===== src/rtl/target_tracker.sv =====
// Blob-follow tracker: debounces vision hits into SEARCH/CONFIRM/TRACK/ARRIVED
// and reports the signed heading error of the most recent accepted hit.
module target_tracker #(
  parameter int IMG_WIDTH     = 640,
  parameter int CENTER_TOL    = 32,
  parameter int MIN_AREA      = 200,
  parameter int ARRIVE_AREA   = 20000,
  parameter int ACQ_FRAMES    = 3,
  parameter int LOST_FRAMES   = 5,
  parameter int ARRIVE_FRAMES = 4,
  parameter int TIMEOUT_CYC   = 5_000_000
) (
  input  logic        clk,
  input  logic        rst,
  input  logic        enable,
  input  logic        frame_valid,
  input  logic        blob_found,
  input  logic [9:0]  blob_x,
  input  logic [18:0] blob_area,
  output logic        target_acquired,
  output logic        target_arrived,
  output logic [10:0] heading_err,
  output logic [1:0]  trk_state
);

  localparam logic [1:0] S_SEARCH  = 2'd0;
  localparam logic [1:0] S_CONFIRM = 2'd1;
  localparam logic [1:0] S_TRACK   = 2'd2;
  localparam logic [1:0] S_ARRIVED = 2'd3;

  localparam int TW = $clog2(TIMEOUT_CYC + 1);

  localparam logic [10:0] CENTER  = 11'(IMG_WIDTH / 2);
  localparam logic [10:0] X_LIMIT = 11'(IMG_WIDTH);
  localparam logic [10:0] TOL     = 11'(CENTER_TOL);
  localparam logic [18:0] A_MIN   = 19'(MIN_AREA);
  localparam logic [18:0] A_ARR   = 19'(ARRIVE_AREA);
  localparam logic [3:0]  N_ACQ   = 4'(ACQ_FRAMES);
  localparam logic [3:0]  N_LOST  = 4'(LOST_FRAMES);
  localparam logic [3:0]  N_ARR   = 4'(ARRIVE_FRAMES);
  localparam logic [TW-1:0] N_TMO = TW'(TIMEOUT_CYC);

  logic [1:0]    state_q, state_d;
  logic [3:0]    acq_q, acq_d;
  logic [3:0]    miss_q, miss_d;
  logic [3:0]    arr_q, arr_d;
  logic [TW-1:0] tmo_q, tmo_d;
  logic [10:0]   head_q, head_d;
  logic          acq_o_q, acq_o_d;
  logic          arr_o_q, arr_o_d;

  logic [10:0] x_ext;
  logic [10:0] dx;
  logic [10:0] abs_dx;
  logic        in_range;
  logic        hit;
  logic        centred;
  logic        close_f;
  logic [3:0]  acq_inc;
  logic [3:0]  miss_inc;
  logic [3:0]  arr_inc;
  logic [TW-1:0] tmo_inc;

  function automatic logic [3:0] sat_inc(input logic [3:0] v);
    return (v == 4'hF) ? v : v + 4'd1;
  endfunction

  // Two's-complement offset from screen centre; magnitude fits in 10 bits
  assign x_ext    = {1'b0, blob_x};
  assign dx       = x_ext - CENTER;
  assign abs_dx   = dx[10] ? (~dx + 11'd1) : dx;
  assign in_range = x_ext < X_LIMIT;

  assign hit     = blob_found && (blob_area >= A_MIN) && in_range;
  assign centred = hit && (abs_dx <= TOL);
  assign close_f = hit && (blob_area >= A_ARR);

  assign acq_inc  = sat_inc(acq_q);
  assign miss_inc = sat_inc(miss_q);
  assign arr_inc  = sat_inc(arr_q);
  assign tmo_inc  = (tmo_q == N_TMO) ? tmo_q : tmo_q + TW'(1);

  always_comb begin
    state_d = state_q;
    acq_d   = acq_q;
    miss_d  = miss_q;
    arr_d   = arr_q;
    tmo_d   = tmo_q;
    head_d  = head_q;
    if (!enable) begin
      state_d = S_SEARCH;
      acq_d   = '0;
      miss_d  = '0;
      arr_d   = '0;
      tmo_d   = '0;
      head_d  = '0;
    end else if (frame_valid) begin
      tmo_d = '0;
      unique case (state_q)
        S_SEARCH: begin
          if (centred) begin
            state_d = S_CONFIRM;
            acq_d   = 4'd1;
          end
        end
        S_CONFIRM: begin
          if (centred) begin
            head_d = dx;
            if (acq_inc >= N_ACQ) begin
              state_d = S_TRACK;
              acq_d   = '0;
              miss_d  = '0;
              arr_d   = '0;
            end else begin
              acq_d = acq_inc;
            end
          end else begin
            state_d = S_SEARCH;
            acq_d   = '0;
            head_d  = '0;
          end
        end
        S_TRACK: begin
          if (hit) begin
            miss_d = '0;
            head_d = dx;
          end else begin
            miss_d = miss_inc;
          end
          if (close_f) begin
            arr_d = arr_inc;
            if (arr_inc >= N_ARR) begin
              state_d = S_ARRIVED;
            end
          end else begin
            arr_d = '0;
          end
          if (!hit && (miss_inc >= N_LOST)) begin
            state_d = S_SEARCH;
            acq_d   = '0;
            miss_d  = '0;
            arr_d   = '0;
            head_d  = '0;
          end
        end
        default: begin
        end
      endcase
    end else if ((state_q == S_CONFIRM) || (state_q == S_TRACK)) begin
      // Frame stream went quiet: drop the track once the budget runs out
      if (tmo_inc >= N_TMO) begin
        state_d = S_SEARCH;
        acq_d   = '0;
        miss_d  = '0;
        arr_d   = '0;
        tmo_d   = '0;
        head_d  = '0;
      end else begin
        tmo_d = tmo_inc;
      end
    end
  end

  assign acq_o_d = (state_d == S_TRACK) || (state_d == S_ARRIVED);
  assign arr_o_d = (state_d == S_ARRIVED);

  always_ff @(posedge clk or posedge rst) begin
    if (rst) begin
      state_q <= S_SEARCH;
      acq_q   <= '0;
      miss_q  <= '0;
      arr_q   <= '0;
      tmo_q   <= '0;
      head_q  <= '0;
      acq_o_q <= 1'b0;
      arr_o_q <= 1'b0;
    end else begin
      state_q <= state_d;
      acq_q   <= acq_d;
      miss_q  <= miss_d;
      arr_q   <= arr_d;
      tmo_q   <= tmo_d;
      head_q  <= head_d;
      acq_o_q <= acq_o_d;
      arr_o_q <= arr_o_d;
    end
  end

  assign target_acquired = acq_o_q;
  assign target_arrived  = arr_o_q;
  assign heading_err     = head_q;
  assign trk_state       = state_q;

endmodule


===== config.mk =====
export PLATFORM = sky130hd
export DESIGN_NAME = target_tracker
export DESIGN_NICKNAME = d
export VERILOG_FILES = /design/src/rtl/target_tracker.sv
export SDC_FILE = /design/constraint.sdc
export NUM_CORES = 1
export LEC_CHECK = 0
export BUFFER_PORTS_ARGS = -buffer_cell sky130_fd_sc_hd__buf_2
export CORE_UTILIZATION = 45
export CTS_CLUSTER_SIZE = 14
export DETAILED_ROUTE_END_ITERATION = 16
export GPL_TIMING_DRIVEN = 0
export PLACE_DENSITY = 0.68
export SLEW_MARGIN = 20
export SYNTH_ARGS = -nofsm -noshare
export SYNTH_HDL_FRONTEND = slang
export SYNTH_SLANG_ARGS = --single-unit

===== constraint.sdc =====
create_clock -name clk -period 3.5 [get_ports clk]
set_input_delay 0.175 -clock clk [delete_from_list [all_inputs] [get_ports clk]]
set_output_delay 0.175 -clock clk [all_outputs]
set_load 0.03 [all_outputs]

==> results.tsv <==
stage	metric	value	unit
grt	grt-ovfl-total	0	
synthesis	yosys.area.top_type	dfrtp_1	
critical_path	r2r_cells	12	
clocking	cts.sinks	50	
sta	max_freq	301	MHz
routing	drt_wl_total	10.3	mm
clocking	clock_tree.root_cell	clkbuf_8	
synthesis	synth_common_cells	dfrtp_1 (50), nand2_1 (38), nand3_1 (33), nor2_1 (30), nor4_1 (21)	
finish	multiInputGateArea	2220	um2
synthesis	seq_area_frac_synth	34.2	%
finish	fillers	738	
floorplanning	die_h	92.2	um
synthesis	syn-cell-area	3660	um2
hold_path	whs_endpoint	heading_err[1]	
floorplanning	rows	32	
hold_path	worstHoldStart	blob_x[1]	
hold_path	hold_depth	2	
hold_path	hp-class	in2reg	
critical_path	rr_startpoint	tmo_q[1]	
synthesis	async_reset_ff_share	100	%
placement	io_buffers	45	
sta	tns	0	ps
flow_run	drv_cap	0	
clocking	htreeDepth	2	
finish	n_antenna_cell	0	
sta	hold_viol	0	
routing	antenna_left	0	
critical_path	critPathMaxFanout	10	
floorplanning	die_area	8500	um2
routing	drc	0	
synthesis	syn-instance-count	438	
finish	nets	540	
sta	setup_slack	174	ps
grt	grt_pass1_vias	3493	
clocking	cts_tree	yes	
power	ir_drop	0.175	mV
power	finalPower	1.15	mW
floorplanning	start_util	46.9	%
finish	area_delta_synth_final	14.5	%
grt	grt_max_degree	34	
critical_path	worstSetupStartpoint	tmo_q[1]	
grt	track_usage	25.3	%
floorplanning	core_area	7810	um2
floorplanning	die_w	92.2	um
critical_path	startpoint_type	flop	
placement	dp_hpwl	7.46	mm
placement	post-place-ws	-30.9	ps
power	p_leak	1.82	nW
sta	finalCriticalPeriod	3330	ps
critical_path	critPathArrivalTime	3540	ps
synthesis	ys.warnings.count	0	
critical_path	r2r_end	acq_q[1]	
routing	wl_per_cell	17.2	um
floorplanning	io_pins	49	
routing	routed_via_density	6.26	
synthesis	avgSynthCellArea	8.36	um2
synthesis	synth_area_leaders	dfrtp_1 (34%), nand3_1 (4.5%), ha_1 (4.1%), nand2_1 (3.9%), nor4_1 (3.6%)	
synthesis	synth_nets	484	
sta	slew_headroom	56.5	%
sta	setup_viol	0	
finish	regArea	1250	um2
grt	grt_pass1_wl	17.2	mm
sta	slew_violations	0	
routing	dr.pass1.iters	5	
run_status	run_status	complete, no violations	
critical_path	end_kind	flop	
routing	via_count	3739	
synthesis	synth_edf_count	0	
finish	final_area	4190	um2
sta	tightest_slew	651	ps
finish	drive_gt1_share	16.2	%
critical_path	worstSetupPathType	reg2reg	
synthesis	ys_types	66	
clocking	path_clk_slew	110	ps
grt	antenna_found_initial	0	
synthesis	ys.flop_type	dfrtp_1	
synthesis	ys_ff_latch	50	
placement	gp_congestion	0.946	
clocking	clock_path_buffers	2	
routing	drtIter0Drc	355	
clocking	clk_latency	320	ps
sta	fin_crit_sh	95.0	%
synthesis	yosysMostFrequentCell	dfrtp_1	
clocking	cts_buffers	5	
power	power_density	275	nW/um2
sta	rsz0062_at_grt	no	
sta	fin_skew	9.79	ps
placement	dpl_cell_area	4030	um2
critical_path	cp_data_required_time	3710	ps
critical_path	rrSetupSlack	170	ps
synthesis	netlist.area_leader.share	34.2	%
## cell usage in the layout (no fill, tap or decap), types with 13 or more instances in the layout
cell | netlist | layout
nand3_1 | 33 | 33
inv_1 | 19 | 18
dfrtp_1 | 50 | 49
nand2_1 | 38 | 37
nor4_1 | 21 | 21
o21ai_0 | 18 | 18
buf_2 | 8 | 52
a21oi_1 | 14 | 14
nor2_1 | 30 | 30
nand4_1 | 13 | 13
clkbuf_1 | 19 | 18
and3_1 | 15 | 15
## cell type report
cell class | instances | area share, %
Multi-Input combinational cell | 340 | 53.0
Clock buffer | 5 | 1.64
Timing Repair Buffer | 49 | 6.45
Tap cell | 102 | 3.04
Buffer | 28 | 2.93
Sequential cell | 50 | 29.9
Clock inverter | 3 | 1.16
Inverter | 20 | 1.88
## flip-flops by register name, indices dropped and copies added (netlist names)
name	cells
tmo_q	23
trk_state	2
arr_q	4
miss_q	4
heading_err	11
acq_q	4
target_arrived	1
target_acquired	1
## kinds of logic (layout without fill, tap and decap cells)
logic type               count (synthesis)  count (layout)  synth area share [%]
AO/OA/AOI/OAI                          111             111                  22.0
XOR/XNOR                                14              14                  3.35
multiplexers                             4               4                  1.16
AND/OR/NAND/NOR                        199             199                  29.9
flip-flops                              50              50                  34.2
buffers and inverters                   48             105                  5.30
adder cells (fa/ha/maj)                 12              12                  4.10
## metal layers
layer	track usage, %	wire length (um)
met1	35.4	4870
met2	40.4	4660
met5	0	0
met3	3.48	571
met4	7.94	179
## critical path: stages (launching register included)
cell and delay, ps:
dfrtp_1 420, ha_1 160, buf_4 180, clkinvlp_4 170
or4_1 540, buf_2 180, o21ai_1 120, o211ai_1 120
a211o_1 370, a211o_1 340, buf_4 200, nand2_2 100
mux2_1 320
## through the flow
stage / util [%] / cells / hold slack (ps)
finish: 53.7 / 597 / 94.1
global route: 53.7 / 597 / 89.1
CTS: 53.3 / 595 / 91.1
detailed placement: 51.7 / 586 / 209
global placement: 51.4 / 585 / 417
floorplan: - / 438 / 303
## worst max path at each step
stage	endpoint	slack (ps)	cells past startpoint
after detailed placement	acq_q[1]	-30	12
after global routing	tmo_q[2]	2	12
after floorplan	acq_q[1]	450	12
after CTS	acq_q[1]	9	12
final	acq_q[1]	170	12
after global placement	acq_q[1]	30	12
## where the power goes
group	internal (mW)	total, mW	switching [mW]
combinational	0.0404	0.123	0.0822
sequential	0.579	0.582	0.00242
clock	0.218	0.447	0.229
## repair_timing
action,in CTS,in global routing
buffers inserted,0,2
endpoints found under the hold margin,17,0
hold buffers,1,0
setup endpoints to repair,1,36
pin swaps,0,1
gates resized for setup,1,7
(Power assumes the default switching activity.)
